[config.mk]
export PLATFORM = sky130hd
export DESIGN_NAME = neuron_argmax_flat
export DESIGN_NICKNAME = d
export VERILOG_FILES = /design/src/rtl/neuron_argmax_if.sv /design/src/rtl/neuron_argmax.sv /design/src/flat_wrapper.sv
export SDC_FILE = /design/constraint.sdc
export NUM_CORES = 1
export LEC_CHECK = 0
export CAP_MARGIN = 20
export CORE_ASPECT_RATIO = 1.25
export CORE_MARGIN = 2
export CORE_UTILIZATION = 50
export CTS_BUF_LIST = sky130_fd_sc_hd__clkbuf_8
export DETAILED_ROUTE_END_ITERATION = 16
export DONT_BUFFER_PORTS = 1
export GPL_TIMING_DRIVEN = 1
export SYNTH_ARGS = -nofsm -noshare
export SYNTH_HDL_FRONTEND = slang
export SYNTH_SLANG_ARGS = --single-unit
[constraint.sdc]
create_clock -name clk -period 3.45 [get_ports clk]
set_input_delay 0.345 -clock clk [delete_from_list [all_inputs] [get_ports clk]]
set_output_delay 0.345 -clock clk [all_outputs]
set_load 0.01 [all_outputs]
[src/rtl/neuron_argmax_if.sv]
// rtl/neuron_argmax_if.sv - activation stream in, classification result out
interface neuron_argmax_if #(
    parameter int DATA_W = 16,
    parameter int IDX_W  = 4
);
    logic              in_valid;
    logic              in_ready;
    logic [DATA_W-1:0] in_data;
    logic              in_last;
    logic              out_valid;
    logic              out_ready;
    logic [IDX_W-1:0]  out_index;
    logic [DATA_W-1:0] out_value;
    logic              out_fired;
    logic              out_err;

    // master: the neuron layer upstream plus the result consumer
    modport master (
        output in_valid, in_data, in_last, out_ready,
        input  in_ready, out_valid, out_index, out_value, out_fired, out_err
    );

    modport slave (
        input  in_valid, in_data, in_last, out_ready,
        output in_ready, out_valid, out_index, out_value, out_fired, out_err
    );
endinterface

[src/rtl/neuron_argmax.sv]
// rtl/neuron_argmax.sv - per-frame argmax over thresholded neuron activations
module neuron_argmax #(
    parameter int DATA_W      = 16,
    parameter int NUM_CLASSES = 10,
    parameter int IDX_W       = 4
) (
    input  logic           clk,
    input  logic           rst_n,
    neuron_argmax_if.slave bus
);
    typedef enum logic {ACCUM, HOLD} state_t;

    localparam logic [IDX_W:0] LAST_CNT = (IDX_W + 1)'(NUM_CLASSES - 1);

    state_t            state;
    logic [IDX_W:0]    count;
    logic [DATA_W-1:0] max_r;
    logic [IDX_W-1:0]  idx_r;
    logic              in_ready_r;
    logic              out_valid_r;
    logic [IDX_W-1:0]  out_index_r;
    logic [DATA_W-1:0] out_value_r;
    logic              out_fired_r;
    logic              out_err_r;

    logic              accept;
    logic              is_full;
    logic              frame_end;
    logic [DATA_W-1:0] cand_max;
    logic [IDX_W-1:0]  cand_idx;

    assign accept    = bus.in_valid && in_ready_r;
    assign is_full   = (count == LAST_CNT);
    assign frame_end = bus.in_last || is_full;

    // Running max including the current element; strict compare keeps the lowest index on ties.
    always_comb begin
        cand_max = max_r;
        cand_idx = idx_r;
        if (count == '0) begin
            cand_max = bus.in_data;
            cand_idx = '0;
        end else if (bus.in_data > max_r) begin
            cand_max = bus.in_data;
            cand_idx = count[IDX_W-1:0];
        end
    end

    always_ff @(posedge clk or negedge rst_n) begin
        if (!rst_n) begin
            state       <= ACCUM;
            count       <= '0;
            max_r       <= '0;
            idx_r       <= '0;
            in_ready_r  <= 1'b1;
            out_valid_r <= 1'b0;
            out_index_r <= '0;
            out_value_r <= '0;
            out_fired_r <= 1'b0;
            out_err_r   <= 1'b0;
        end else begin
            case (state)
                ACCUM: begin
                    if (accept) begin
                        if (frame_end) begin
                            state       <= HOLD;
                            count       <= '0;
                            in_ready_r  <= 1'b0;
                            out_valid_r <= 1'b1;
                            out_index_r <= cand_idx;
                            out_value_r <= cand_max;
                            out_fired_r <= |cand_max;
                            // Length mismatch: last flag and full count must coincide.
                            out_err_r   <= bus.in_last != is_full;
                        end else begin
                            count <= count + (IDX_W + 1)'(1);
                        end
                        max_r <= cand_max;
                        idx_r <= cand_idx;
                    end
                end
                HOLD: begin
                    if (bus.out_ready) begin
                        state       <= ACCUM;
                        in_ready_r  <= 1'b1;
                        out_valid_r <= 1'b0;
                    end
                end
                default: begin
                    state       <= ACCUM;
                    count       <= '0;
                    in_ready_r  <= 1'b1;
                    out_valid_r <= 1'b0;
                end
            endcase
        end
    end

    assign bus.in_ready  = in_ready_r;
    assign bus.out_valid = out_valid_r;
    assign bus.out_index = out_index_r;
    assign bus.out_value = out_value_r;
    assign bus.out_fired = out_fired_r;
    assign bus.out_err   = out_err_r;
endmodule
[src/flat_wrapper.sv]
// flat-port wrapper written by rule: the top's interface ports become plain ports
module neuron_argmax_flat 
#(
    parameter int DATA_W      = 16,
    parameter int NUM_CLASSES = 10,
    parameter int IDX_W       = 4
)
  (clk, rst_n, bus_in_valid, bus_in_data, bus_in_last, bus_out_ready, bus_in_ready, bus_out_valid, bus_out_index, bus_out_value, bus_out_fired, bus_out_err);
  neuron_argmax_if #(.DATA_W(DATA_W), .IDX_W(IDX_W)) bus_i ();
  input  logic clk;
  input  logic rst_n;
  input wire logic [$bits(bus_i.in_valid)-1:0] bus_in_valid;
  input wire logic [$bits(bus_i.in_data)-1:0] bus_in_data;
  input wire logic [$bits(bus_i.in_last)-1:0] bus_in_last;
  input wire logic [$bits(bus_i.out_ready)-1:0] bus_out_ready;
  output wire logic [$bits(bus_i.in_ready)-1:0] bus_in_ready;
  output wire logic [$bits(bus_i.out_valid)-1:0] bus_out_valid;
  output wire logic [$bits(bus_i.out_index)-1:0] bus_out_index;
  output wire logic [$bits(bus_i.out_value)-1:0] bus_out_value;
  output wire logic [$bits(bus_i.out_fired)-1:0] bus_out_fired;
  output wire logic [$bits(bus_i.out_err)-1:0] bus_out_err;
  assign bus_i.in_valid = bus_in_valid;
  assign bus_i.in_data = bus_in_data;
  assign bus_i.in_last = bus_in_last;
  assign bus_i.out_ready = bus_out_ready;
  assign bus_in_ready = bus_i.in_ready;
  assign bus_out_valid = bus_i.out_valid;
  assign bus_out_index = bus_i.out_index;
  assign bus_out_value = bus_i.out_value;
  assign bus_out_fired = bus_i.out_fired;
  assign bus_out_err = bus_i.out_err;
  neuron_argmax #(.DATA_W(DATA_W), .NUM_CLASSES(NUM_CLASSES), .IDX_W(IDX_W)) u_core (.clk(clk), .rst_n(rst_n), .bus(bus_i));
endmodule
Word level (Yosys, flattened, before mapping) --
Index checks and enable logic that the tools add are counted.
Storage, ports and cells: flip-flop bits (word level) 50, bits of input ports 21, word-level logic and storage cells 42
Operators by class: add/subtract/negate cells 1, magnitude comparators 1, equal/unequal tests 5, muxes and demuxes 17, bitwise operators 1, reduce and logical (&&, ||, !) cells 7
Operators by type and width (number):
- $mux 16 | 2
- $gt 16x16->1 | 1
- $reduce_or 16->1 | 1
- $mux 1 | 9
- $mux 4 | 2
- $pmux 1 s2 | 3
- $reduce_and 3->1 | 2
- $add 5x1->5 const B | 1
- $eq 5x4->1 const B | 1
- $logic_not 5->1 | 1
- $mux 5 | 1
- $ne 2x1->1 const B | 2
- $ne 2x2->1 const B | 1
- $reduce_and 2->1 | 1
- $logic_and 1x1->1 | 1
- $logic_or 1x1->1 | 1
- $ne 1x1->1 | 1
- $not 1->1 | 1

Longest topological paths before layout --
Gate-level depths: netlist of run 1.
depth in word-level cells 5, mapped depth 10, mapped depth without buffers 8

Worst setup path after synthesis of run 1 --
OpenSTA, ideal clock, no wires.
path type register -> register, start register u_core.max_r[15], end register u_core.max_r[10], library setup time 0.125 ns, data arrival time 2.214 ns, required time 3.325 ns, path slack 1.111 ns, stages on the path, launching flop included 10, path through dfrtp_1 -> inv_1 -> ha_1 -> nand4_2 -> nor4_2 -> a21boi_2 -> o31ai_4 -> a21oi_4 -> buf_12 -> mux2_4
On the way: cells in the longest elaborated chain, start to end 3
Ends and longest elaborated chain:
- start, declared | RTL line neuron_argmax.sv:17 | logic [DATA_W-1:0] max_r;
- start signal, assigned | RTL line neuron_argmax.sv:78 | max_r <= cand_max;
- $gt 16x16->1 | RTL line neuron_argmax.sv:43 | end else if (bus.in_data > max_r) begin
- $mux 16 | RTL line neuron_argmax.sv:43
- $mux 16 | RTL line neuron_argmax.sv:40 | if (count == '0) begin
No other way between the ends. A chain may end at the register's enable or synchronous reset.

Worst setup path after layout of run 1 --
start register u_core.max_r[14], end register u_core.max_r[4]
The elaborated chain is that of the path after synthesis.

==> summary.md, run 1 <==
| Metric | Value |
|---|---|
| Io pins | `45` |
| Critical Path RT | `3.65 ns` |
| Total GRT Usage | `0.227` |
| Die ar. | `6180 um^2` |
| Worst min-delay path class | `in2reg` |
| Setup TNS | `0 ns` |
| Top post-synthesis cells by area | `dfrtp_1 (44%), ha_1 (9.0%), mux2_4 (5.4%)` |
| Syn Area/Cell | `9.83 um^2` |
| Rows | `30` |
| Wire length of the first global-routing pass | `10900 um` |
| CP startpoint kind | `register` |
| Sw power | `0.00119 W` |
| # port buffers | `0` |
| Switch share | `0.426` |
| #FFs+latches synth | `50` |
| Sequential fraction of design power | `0.426` |
| Inst Count DP | `337` |
| Top cell type's share of synthesized area | `0.441` |
| Minimum clock period | `2.93 ns` |
| Slew headroom | `0.362` |
| Area growth syn-to-layout | `7.06%` |
| CTS tree | `yes` |
| Reg-to-reg startpoint | `u_core.max_r[14]$_DFFE_PN0P_` |
| EDFF count, synth | `0` |
| Final worst slack | `0.522 ns` |
| Yosys cell types | `40` |
| Reg2reg setup slack | `0.52 ns` |
| ANT nets after route | `0` |
| Place WS | `0.532 ns` |
| Reg2Reg Capture Point | `u_core.max_r[4]$_DFFE_PN0P_` |
| Die X-Extent | `70.7 um` |
| Non-Filler Instances | `347` |
| Met3 Usage GRT | `0.0498` |
| Max Slew Vio Count | `0` |
| Sink Count | `50` |
| Post-Synthesis Cells | `283` |
| Crit path arrival time | `3.13 ns` |
| Syn nets | `324` |
| Hold path start | `bus_out_ready` |
| Clock power frac | `0.152` |
| Max-cap violations | `0` |
| Asr flop ratio synth | `1.00` |
| ANT cells | `0` |
| Layout cells sized above 1 | `0.134` |
| RD Place Congestion | `0.802` |
| Largest net degree at the start of global routing | `51` |
| Synth Flop Type | `dfrtp_1` |
| R2R cell count | `9` |
| Max rail drop VDD | `0.406 mV` |
| CP max FO | `15` |
| Drt wl/cell | `18.8 um` |
| Global routing usage on met1 | `0.294` |
| Clk slew on worst S/H paths | `0.10 ns` |
| Final setup fails | `0` |
| Pleak | `1.30 nW` |
| Vias in the first global route | `2126` |
| Busiest grt layer | `met2` |
| Fin crit share | `0.849` |
| Drt pass-1 iters | `4` |
| Status | `complete, no violations` |
| Via count | `2116` |
| CTS Buffer Depth | `2` |
| Drt drc | `0` |
| Crit path kind | `reg2reg` |
| Final HPWL DP | `4450 um` |
| Routed WL | `6540 um` |
| Yosys top cell by area | `dfrtp_1` |
| Fmax | `342 MHz` |
| Initial Util | `0.515` |
| Final hold violation count | `0` |
| Commonest non-fill, non-tap cell in the layout | `dfrtp_1` |
| Final nets | `323` |
| CTS H-Tree Depth | `2` |
| Comb power frac | `0.422` |
| Initial DRC Count | `174` |
| Clock root cell | `clkbuf_8` |
| Worst Hold Path EP | `u_core.state$_DFF_PN0_` |
| Post-Syn Area | `2780 um^2` |
| Post_cts resized | `0` |
| Core Box Area | `5410 um^2` |
| Global route total overflow | `0` |
| Antenna violations before repair | `0` |
| Clock Skews | `0.00648 ns` |
| Yosys warnings | `0` |
| Number of buffers created by CTS | `5` |
| Die height | `87.4 um` |
| Sequential-to-total area share from yosys stat | `0.450` |
| Hold Path Stages | `1` |
| Average vias per placed instance | `6.10` |
| Total internal power | `0.00161 W` |
| Clk_lat worst skew | `0.31 ns` |
| Most frequent cells in the layout | `dfrtp_1 (49), o21ai_0 (30), a21oi_1 (26)` |
| RSZ-0062 raised after global routing | `false` |
| Grt met2 use | `0.371` |
| PwrDens | `942 nW/um^2` |
| Crit end category | `register` |
| Final Core Density | `0.551` |
| Worst-margin pin slew | `0.957 ns` |
[critical path, cell delays in order, from the launching register on]
cell,delay (ns)
dfrtp_1,0.43
inv_1,0.06
ha_1,0.31
nand4_2,0.14
nor4_2,0.34
a21boi_2,0.28
o31ai_4,0.09
buf_4,0.20
a21oi_4,0.56
mux2_2,0.40
[cells in the mapped netlist (all sizes together) (3+ instances only)]
cell	count
o31ai	3
nand2	24
o21ai	31
dfrtp	49
clkbuf	12
buf	4
nor2	20
nor4	9
ha	20
inv	20
nand3	6
nand4	4
a31oi	16
mux2	16
a21oi	27
[metal layers]
| layer | routed length (um) | up-vias |
|---|---|---|
| li1 | - | 1008 |
| met5 | 0 | - |
| met3 | 348 | 8 |
| met2 | 3190 | 74 |
| met1 | 2890 | 1026 |
| met4 | 107 | 0 |
[kinds of logic (layout without fill, tap and decap cells)]
logic type | after synthesis | count (layout) | synth area share
flip-flops | 50 | 50 | 0.450
AO/OA/AOI/OAI | 88 | 88 | 0.193
buffers and inverters | 36 | 36 | 0.0558
multiplexers | 18 | 18 | 0.0855
AND/OR/NAND/NOR | 71 | 71 | 0.126
adder cells (fa/ha/maj) | 20 | 20 | 0.0900
[worst max path at each step]
stage | from | endpoint | slack, ns | depth (start not counted)
6_report | u_core.max_r[14]$_DFFE_PN0P_ | u_core.max_r[4]$_DFFE_PN0P_ | 0.52 | 9
3_3_place_gp | u_core.max_r[15]$_DFFE_PN0P_ | u_core.max_r[3]$_DFFE_PN0P_ | 0.63 | 9
4_1_cts | u_core.max_r[14]$_DFFE_PN0P_ | u_core.max_r[5]$_DFFE_PN0P_ | 0.51 | 9
5_1_grt | u_core.max_r[14]$_DFFE_PN0P_ | u_core.max_r[4]$_DFFE_PN0P_ | 0.32 | 9
3_5_place_dp | u_core.max_r[14]$_DFFE_PN0P_ | u_core.max_r[5]$_DFFE_PN0P_ | 0.53 | 9
2_1_floorplan | u_core.max_r[15]$_DFFE_PN0P_ | u_core.max_r[10]$_DFFE_PN0P_ | 1.11 | 9
[sequential cells by signal, summed over array words and instances (netlist names)]
register              count
u_core.bus.out_index      4
u_core.bus.out_valid      1
u_core.idx_r              4
u_core.bus.out_err        1
u_core.bus.out_fired      1
u_core.max_r             16
u_core.bus.out_value     16
u_core.count              5
u_core.state              1
u_core.bus.in_ready       1
[power by group through the flow]
| stage | Clock, W | Combinational, W | Sequential (W) |
|---|---|---|---|
| 2_1_floorplan | 0 | 0.000951 | 0.00112 |
| 3_3_place_gp | 0 | 0.00115 | 0.00120 |
| 3_5_place_dp | 0 | 0.00117 | 0.00121 |
| 4_1_cts | 0.000436 | 0.00119 | 0.00120 |
| 5_1_grt | 0.000453 | 0.00134 | 0.00124 |
| 6_report | 0.000425 | 0.00118 | 0.00120 |
[timing repair]
item / 4_1_cts / 5_1_grt
buffers inserted: 0 / 0
endpoints found under the hold margin: 50 / 0
hold buffers: 2 / 0
[per-stage QoR]
step / power (W) / hold WS, ns / area [um^2]
floorplan: 0.00207 / 0.0494 / 2780
global placement: 0.00236 / 0.0505 / 2830
detailed placement: 0.00237 / 0.0506 / 2830
CTS: 0.00282 / 0.120 / 2980
global route: 0.00303 / 0.131 / 2980
finish: 0.00281 / 0.122 / 2980
[area by class of cell]
cell class | instances | area (um^2)
clock inverter | 3 | 45.0
clock buffer | 5 | 68.8
fill | 493 | 2430
timing repair buffer | 8 | 82.6
multi-input combinational | 197 | 1370
sequential | 50 | 1250
tap | 64 | 80.1
inverter | 20 | 75.1
No activity file was read; power rests on OpenSTA's default activity.
==> run 2: changes to the inputs <==
PLACE_DENSITY = 0.68   (was unset)
clock period = 2.57 ns   (was 3.45 ns; I/O delays follow)
==> run 2 against run 1 <==
Net effect:
- largest cell class unchanged
- wire length grew 2.1%
- largest power group is now combinational cells
- critical path type unchanged
- highest routed layer unchanged
- worst setup slack worse by 0.36 ns
- critical path depth is the same
- global-route usage is 0.36 points higher
==> summary.md, run 2 (synthesis results as in run 1) <==
| Metric | Value |
|---|---|
| ANT nets after route | `0 (unchanged)` |
| Rows | `30 (unchanged)` |
| Crit path arrival time | `2.61 ns (was 3.13 ns)` |
| Via count | `2159 (was 2116)` |
| Worst-margin pin slew | `0.447 ns (was 0.957 ns)` |
| Final hold violation count | `0 (unchanged)` |
| Drt wl/cell | `18.8 um (about the same)` |
| Vias in the first global route | `2212 (was 2126)` |
| Clock Skews | `0.00666 ns (was 0.00648 ns)` |
| Io pins | `45 (unchanged)` |
| Core Box Area | `5410 um^2 (unchanged)` |
| CP max FO | `22 (was 15)` |
| Final Cell Area | `3040 um^2 (was 2980 um^2)` |
| Average vias per placed instance | `6.10 (about the same)` |
| Slowest stage delay, CP | `0.40 ns (was 0.56 ns)` |
| Worst min-delay path class | `in2reg (unchanged)` |
| Global route total overflow | `0 (unchanged)` |
| Layout cells sized above 1 | `0.155 (was 0.134)` |
| ANT cells | `0 (unchanged)` |
| Initial Util | `0.515 (unchanged)` |
| Final setup fails | `0 (unchanged)` |
| Routed WL | `6670 um (was 6540 um)` |
| Total GRT Usage | `0.230 (was 0.227)` |
| Tot Pwr | `0.00377 W (was 0.00281 W)` |
| Wire length of the first global-routing pass | `11100 um (was 10900 um)` |
| Critical Path, Cell by Cell | `inv_1, ha_1, nor2b_1, o211ai_1, a21boi_4, o31ai_4, buf_4, nor2_1, a32o_1 (was inv_1, ha_1, nand4_2, nor4_2, a21boi_2, o31ai_4, buf_4, a21oi_4, mux2_2)` |
| Slew headroom | `0.699 (was 0.362)` |
| Area post-placement | `2880 um^2 (was 2830 um^2)` |
| Critical Path RT | `2.77 ns (was 3.65 ns)` |
| Crit path kind | `reg2reg (unchanged)` |
| PwrDens | `1240 nW/um^2 (was 942 nW/um^2)` |
| Fin crit share | `0.938 (was 0.849)` |
| Final nets | `330 (was 323)` |
| Sink Count | `50 (unchanged)` |
| Final worst slack | `0.159 ns (was 0.522 ns)` |
| Clk slew on worst S/H paths | `0.09 ns (was 0.10 ns)` |
| Setup TNS | `0 ns (unchanged)` |
| RSZ-0062 raised after global routing | `false (unchanged)` |
| Max rail drop VDD | `0.716 mV (was 0.406 mV)` |
| Place WS | `0.140 ns (was 0.532 ns)` |
| Antenna violations before repair | `0 (unchanged)` |
| Clk_lat worst skew | `0.31 ns (about the same)` |
| Die X-Extent | `70.7 um (unchanged)` |
| Worst path bufs/invs | `2 (unchanged)` |
| Drt drc | `0 (unchanged)` |
| Initial DRC Count | `90 (was 174)` |
| Slowest CP cell | `dfrtp_1 (was a21oi_4)` |
| CP Launch Point | `u_core.max_r[1]$_DFFE_PN0P_ (was u_core.max_r[14]$_DFFE_PN0P_)` |
| Commonest non-fill, non-tap cell in the layout | `dfrtp_1 (unchanged)` |
| Non-Filler Instances | `354 (was 347)` |
| Clock root cell | `clkbuf_8 (unchanged)` |
| CTS Buffer Depth | `2 (unchanged)` |
| Max-cap violations | `0 (unchanged)` |
| Fmax | `415 MHz (was 342 MHz)` |
| Reg-to-reg startpoint | `u_core.max_r[1]$_DFFE_PN0P_ (was u_core.max_r[14]$_DFFE_PN0P_)` |
| Final HPWL DP | `4630 um (was 4450 um)` |
| Inst Count DP | `342 (was 337)` |
| Critical path's top delay family | `compound AO/OA/AOI/OAI gates (unchanged)` |
| Area growth syn-to-layout | `9.31% (was 7.06%)` |
| Number of buffers created by CTS | `5 (unchanged)` |
| Die ar. | `6180 um^2 (unchanged)` |
| R2R cell count | `9 (unchanged)` |
| CTS tree | `yes (unchanged)` |
| Reg2Reg Capture Point | `u_core.idx_r[1]$_DFFE_PN0P_ (was u_core.max_r[4]$_DFFE_PN0P_)` |
| Max Slew Vio Count | `0 (unchanged)` |
| Drt pass-1 iters | `4 (unchanged)` |
| Largest net degree at the start of global routing | `51 (unchanged)` |
| Crit path depth | `9 (unchanged)` |
| Minimum clock period | `2.41 ns (was 2.93 ns)` |
| Crit end category | `register (unchanged)` |
| Worst setup endpoint | `u_core.idx_r[1]$_DFFE_PN0P_ (was u_core.max_r[4]$_DFFE_PN0P_)` |
| Pleak | `1.35 nW (was 1.30 nW)` |
| Reg2reg setup slack | `0.16 ns (was 0.52 ns)` |
| CP startpoint kind | `register (unchanged)` |
| Most frequent cells in the layout | `dfrtp_1 (49), o21ai_0 (30), a21oi_1 (26) (unchanged)` |
| Status | `complete, no violations (unchanged)` |
| # port buffers | `0 (unchanged)` |
| Die height | `87.4 um (unchanged)` |
| RD Place Congestion | `0.896 (was 0.802)` |
| CTS H-Tree Depth | `2 (unchanged)` |
run 2: timing repair:
item	CTS	global route
hold buffers	2	0
endpoints found under the setup margin	0	9
buffers inserted	0	2
gates resized for setup	0	2
endpoints found under the hold margin	50	0
run 2: final cells by class:
class | instances | area [um^2]
inverters | 20 | 75.1
clock inverters | 2 | 12.5
fillers | 523 | 2360
repair buffers | 15 | 148
multi-input cells | 197 | 1390
flip-flops and latches | 50 | 1250
well taps | 64 | 80.1
clock buffers | 6 | 82.6
run 2: metal layers:
metal	track usage	share of wire	up-vias
li1	-	-	1031
met1	0.279	0.42	1066
met2	0.415	0.52	54
met3	0.0440	0.051	8
met4	0.0669	0.013	0
met5	0	0	-
run 2: how the worst min path moves through the flow:
stage                       start                             endpoint  slack (ns)  cells past startpoint
floorplan                   rst_n       u_core.bus.out_err$_DFFE_PN0P_       -0.04                      0
global placement            rst_n  u_core.bus.out_index[2]$_DFFE_PN0P_       -0.04                      0
detailed placement          rst_n  u_core.bus.out_index[2]$_DFFE_PN0P_       -0.04                      0
CTS                 bus_out_ready               u_core.state$_DFF_PN0_        0.04                      1
global route        bus_out_ready               u_core.state$_DFF_PN0_        0.06                      1
finish              bus_out_ready               u_core.state$_DFF_PN0_        0.04                      1
run 2: power breakdown:
group	internal, W	total (W)	switching [W]
registers	0.00117	0.00161	0.000436
logic	0.000754	0.00169	0.000934
clock network	0.000217	0.000477	0.000261
total	0.00214	0.00377	0.00163
run 2: through the flow:
stage / util / hold WS [ns]
floorplan: - / -0.0386
CTS: 0.557 / 0.0412
global placement: 0.532 / -0.0371
finish: 0.563 / 0.0422
global route: 0.563 / 0.0639
detailed placement: 0.532 / -0.0372
==> run 3: changes to the inputs <==
CAP_MARGIN = 30   (was 20)
CTS_CLUSTER_DIAMETER = 80   (was unset)
==> results of run 3 <==
The final DEF is identical to that of run 2; final timing and power are the same.
==> edit 1, RTL diff (config.mk and constraints of run 3) <==
`IDX_W` is set to 4 in 3 places; all go to 5.
--- a/src/rtl/neuron_argmax_if.sv
+++ b/src/rtl/neuron_argmax_if.sv
@@ -3,3 +3,3 @@
     parameter int DATA_W = 16,
-    parameter int IDX_W  = 4
+    parameter int IDX_W  = 5
 );
--- a/src/rtl/neuron_argmax.sv
+++ b/src/rtl/neuron_argmax.sv
@@ -4,3 +4,3 @@
     parameter int NUM_CLASSES = 10,
-    parameter int IDX_W       = 4
+    parameter int IDX_W       = 5
 ) (
--- a/src/flat_wrapper.sv
+++ b/src/flat_wrapper.sv
@@ -5,3 +5,3 @@
     parameter int NUM_CLASSES = 10,
-    parameter int IDX_W       = 4
+    parameter int IDX_W       = 5
 )
Interface: changed (resized bus_out_index); port bits go from 45 to 46. The function was not compared with the original's and may differ.
==> edit 1 against run 3 <==
Sequential cell count up 3. Setup slack worse by 130 ps. Wire length up 9.6%. First-iteration DRC count up 62%. Clock skew down 1.8 ps. Die area up 2.4%. Area after synthesis up 2.6%. Hold slack worse by 17 ps. Cell area up 11%. Power up 13%. Largest power group unchanged.
==> edit 1: results (changes against run 3) <==
INFO  yosys          post_synth_fa_ha_maj_area_fraction=0.08772 [-0.002249]
INFO  global_routing grt_max_degree=54 [+5.9%]
INFO  power_and_ir_drop internal-power=0.002474W [+16%]
INFO  global_routing use_met2=0.4116 [-0.003847]
INFO  drt            met2_length=3660µm [+6.4%]
INFO  outcome        outcome=complete, no violations
INFO  drt            drt-vias-per-instance=6.186 [+1.4%]
INFO  finish         area_taken_by_multi_input_logic_gates=1454µm² [+4.6%]
INFO  finish         drive_gt1_frac=0.2198 [+0.06464]
INFO  drt            drt_first_iter_violations=146 [+62%]
INFO  yosys          seq_area_frac_synth=0.4654 [+0.01506]
INFO  yosys          netlist_top_cells_count=sky130_fd_sc_hd__dfrtp_1, sky130_fd_sc_hd__a21oi_1, sky130_fd_sc_hd__o21ai_0
INFO  drt            routed_wire_length=7313µm [+9.6%]
INFO  setup_path     crit_path_max_incr_delay=490ps [+90 ps]
INFO  yosys          syn-num-nets=340 [+4.9%]
INFO  global_routing via_count_of_the_first_global_routing_pass=2,443 [+10%]
INFO  power_and_ir_drop power_leakage=1.532nW [+14%]
INFO  finish         filler_instances=480 [-8.2%]
INFO  yosys          top_area_cells_in_the_synthesized_netlist=sky130_fd_sc_hd__dfrtp_1, sky130_fd_sc_hd__ha_1, sky130_fd_sc_hd__mux2_2
INFO  placement      place_congestion=0.8521 [-4.9%]
INFO  global_routing global_route_met3_utilization=0.05125 [+0.007271]
INFO  drt            met3_wirelength=461µm [+36%]
INFO  yosys          synthMuxAreaShare=0.07018 [-0.01529]
INFO  setup_path     crit_slowest_cell=sky130_fd_sc_hd__o41a_4
INFO  finish         layout.clock.cell_area_share=0.03399 [+0.002710]
INFO  yosys          synth_compound_gate_area_share=0.1908 [-0.001743]
INFO  setup_path     r2r-end=u_core.max_r[3]
INFO  drt            m1WireLength=3066µm [+9.3%]
INFO  cts            clock-sinks=53 [+6.0%]
INFO  power_and_ir_drop combinationalPowerShare=0.491 [+0.044]
INFO  placement      dp_hpwl=4948µm [+6.9%]
INFO  power_and_ir_drop clk-power=0.000588W [+23%]
INFO  power_and_ir_drop seqPwrFrac=0.371 [-0.055]
INFO  finish         seq_area=1328µm² [+6.0%]
INFO  finish         nNonClkBuffers=34 [+19]
INFO  global_routing grt_use_total=0.2389 [+0.008563]
INFO  timing         skew=4.895ps [-1.761 ps]
INFO  finish         area_share_nonclk_buffers=0.09900 [+0.05044]
INFO  placement      dpl_worst_slack=-51.47ps [-191.1 ps]
INFO  timing         max_freq=0.3941GHz [-5.0%]
## edit 1: cell types whose count changed after synthesis, moves of 3 or more
cell                      delta
sky130_fd_sc_hd__o21ai_0     -3
sky130_fd_sc_hd__mux2_4     -10
sky130_fd_sc_hd__mux2_2     +10
sky130_fd_sc_hd__a21oi_1     +3
sky130_fd_sc_hd__nor2_1      +3
sky130_fd_sc_hd__dfrtp_1     +3
## edit 1: through the flow
stage	instances	hold slack (ps)	area (µm²)	TNS, ps
after floorplan	299	-38.59	2853	0
after global placement	370	-36.68	3093	0
after detailed placement	370	-36.76	3093	-684.3
after CTS	384	23.37	3347	-26.70
after global routing	387	52.24	3387	-220.9
final	387	25.07	3387	0
## edit 1: what timing repair did
item | in CTS | in global routing
pin swaps | 6 | 6
hold buffers | 2 | 0
endpoints found under the setup margin | 16 | 21
endpoints found under the hold margin | 53 | 0
gates cloned | 1 | 1
gates resized for setup | 11 | 9
buffers inserted | 4 | 4
==> edit 2, RTL diff (config.mk and constraints of run 3) <==
Without the edit above. Compare `count` against `LAST_CNT` with >= in place of ==.
--- a/src/rtl/neuron_argmax.sv
+++ b/src/rtl/neuron_argmax.sv
@@ -32,3 +32,3 @@
     assign accept    = bus.in_valid && in_ready_r;
-    assign is_full   = (count == LAST_CNT);
+    assign is_full   = (count >= LAST_CNT);
     assign frame_end = bus.in_last || is_full;
Behaviour: same outputs for any inputs over 4 cycles, from zero or initial values and one cycle with rst_n low; that may be too few to reach the edited logic, so the function may still have changed.
==> edit 2 against run 3 <==
Non-clock buffer count stayed put. Setup slack worse by 17 ps. Power hardly changed. Area after synthesis is 5.1% higher. Sequential power is 3% lower. Maximum frequency is 0.68% lower. Cell area is 4.5% higher. Wire length is 3.1% higher. Via count is 6.9% higher. Sequential cell count stayed put. Largest cell class unchanged. Largest power group unchanged.
==> edit 2: results (changes against run 3) <==
INFO  drt            routedWlPerCell=18.23µm [-3.2%]
INFO  timing         hold_slack=44.60ps [+2.384 ps]
INFO  setup_path     timing.rr.start=u_core.max_r[13]
INFO  setup_path     r2r_setup_slack=140ps [-20 ps]
INFO  placement      post-place-cells=367 [+7.3%]
INFO  cts            post_cts_resized=1 [+1]
INFO  yosys          top_area_cells_in_the_synthesized_netlist=sky130_fd_sc_hd__dfrtp_1, sky130_fd_sc_hd__ha_1, sky130_fd_sc_hd__nand2_1
INFO  power_and_ir_drop power_leakage=1.435nW [+6.6%]
INFO  global_routing grt_use_total=0.2349 [+0.004538]
INFO  power_and_ir_drop totalPowerFinal=0.003772W [about the same]
INFO  timing         pin_slew_with_the_least_headroom_to_its_limit=481.2ps [+33.77 ps]
INFO  drt            routed_wire_length=6874µm [+3.1%]
INFO  placement      dpl_worst_slack=-9.332ps [-149.0 ps]
INFO  drt            drt-vias-per-instance=6.125 [+0.42%]
INFO  yosys          syn-num-nets=343 [+5.9%]
INFO  power_and_ir_drop switching_power=0.001653W [+1.3%]
INFO  yosys          synth_area_per_inst=9.682µm² [-1.5%]
INFO  finish         filler_instances=514 [-1.7%]
INFO  outcome        outcome=complete, no violations
INFO  yosys          seq_area_frac_synth=0.4283 [-0.02197]
INFO  finish         drive_gt1_frac=0.1576 [+0.002384]
INFO  drt            drt_first_iter_violations=106 [+18%]
INFO  power_and_ir_drop power_sequential=0.00156W [-3%]
INFO  global_routing via_count_of_the_first_global_routing_pass=2,369 [+7.1%]
INFO  global_routing grt_pass1_wl=11,650µm [+5.0%]
## edit 2: logic make-up after synthesis
| logic type | synth area share |
|---|---|
| simple gates | 0.2392 |
| compound gates | 0.1151 |
| flops | 0.4283 |
| buf+inv | 0.05605 |
| fa+ha+maj | 0.08558 |
| mux | 0.07574 |
## edit 2: layout make-up
| class | count | area [µm²] | share of cell area |
|---|---|---|---|
| Inverter | 23 | 86.33 | 0.02717 |
| Multi-Input combinational cell | 215 | 1525 | 0.4799 |
| Timing Repair Buffer | 15 | 147.6 | 0.04646 |
| Sequential cell | 50 | 1252 | 0.3941 |
| Clock inverter | 3 | 15.01 | 0.004724 |
| Clock buffer | 5 | 68.82 | 0.02165 |
| Tap cell | 66 | 82.58 | 0.02598 |
## edit 2: per-layer routing
layer  part of all wire  global-route usage  vias up
met5                  0                   0        -
met2               0.51              0.3970       53
met1               0.43              0.3002     1141
met3              0.046             0.04284       10
li1                   -                   -     1105
met4              0.020             0.08923        0
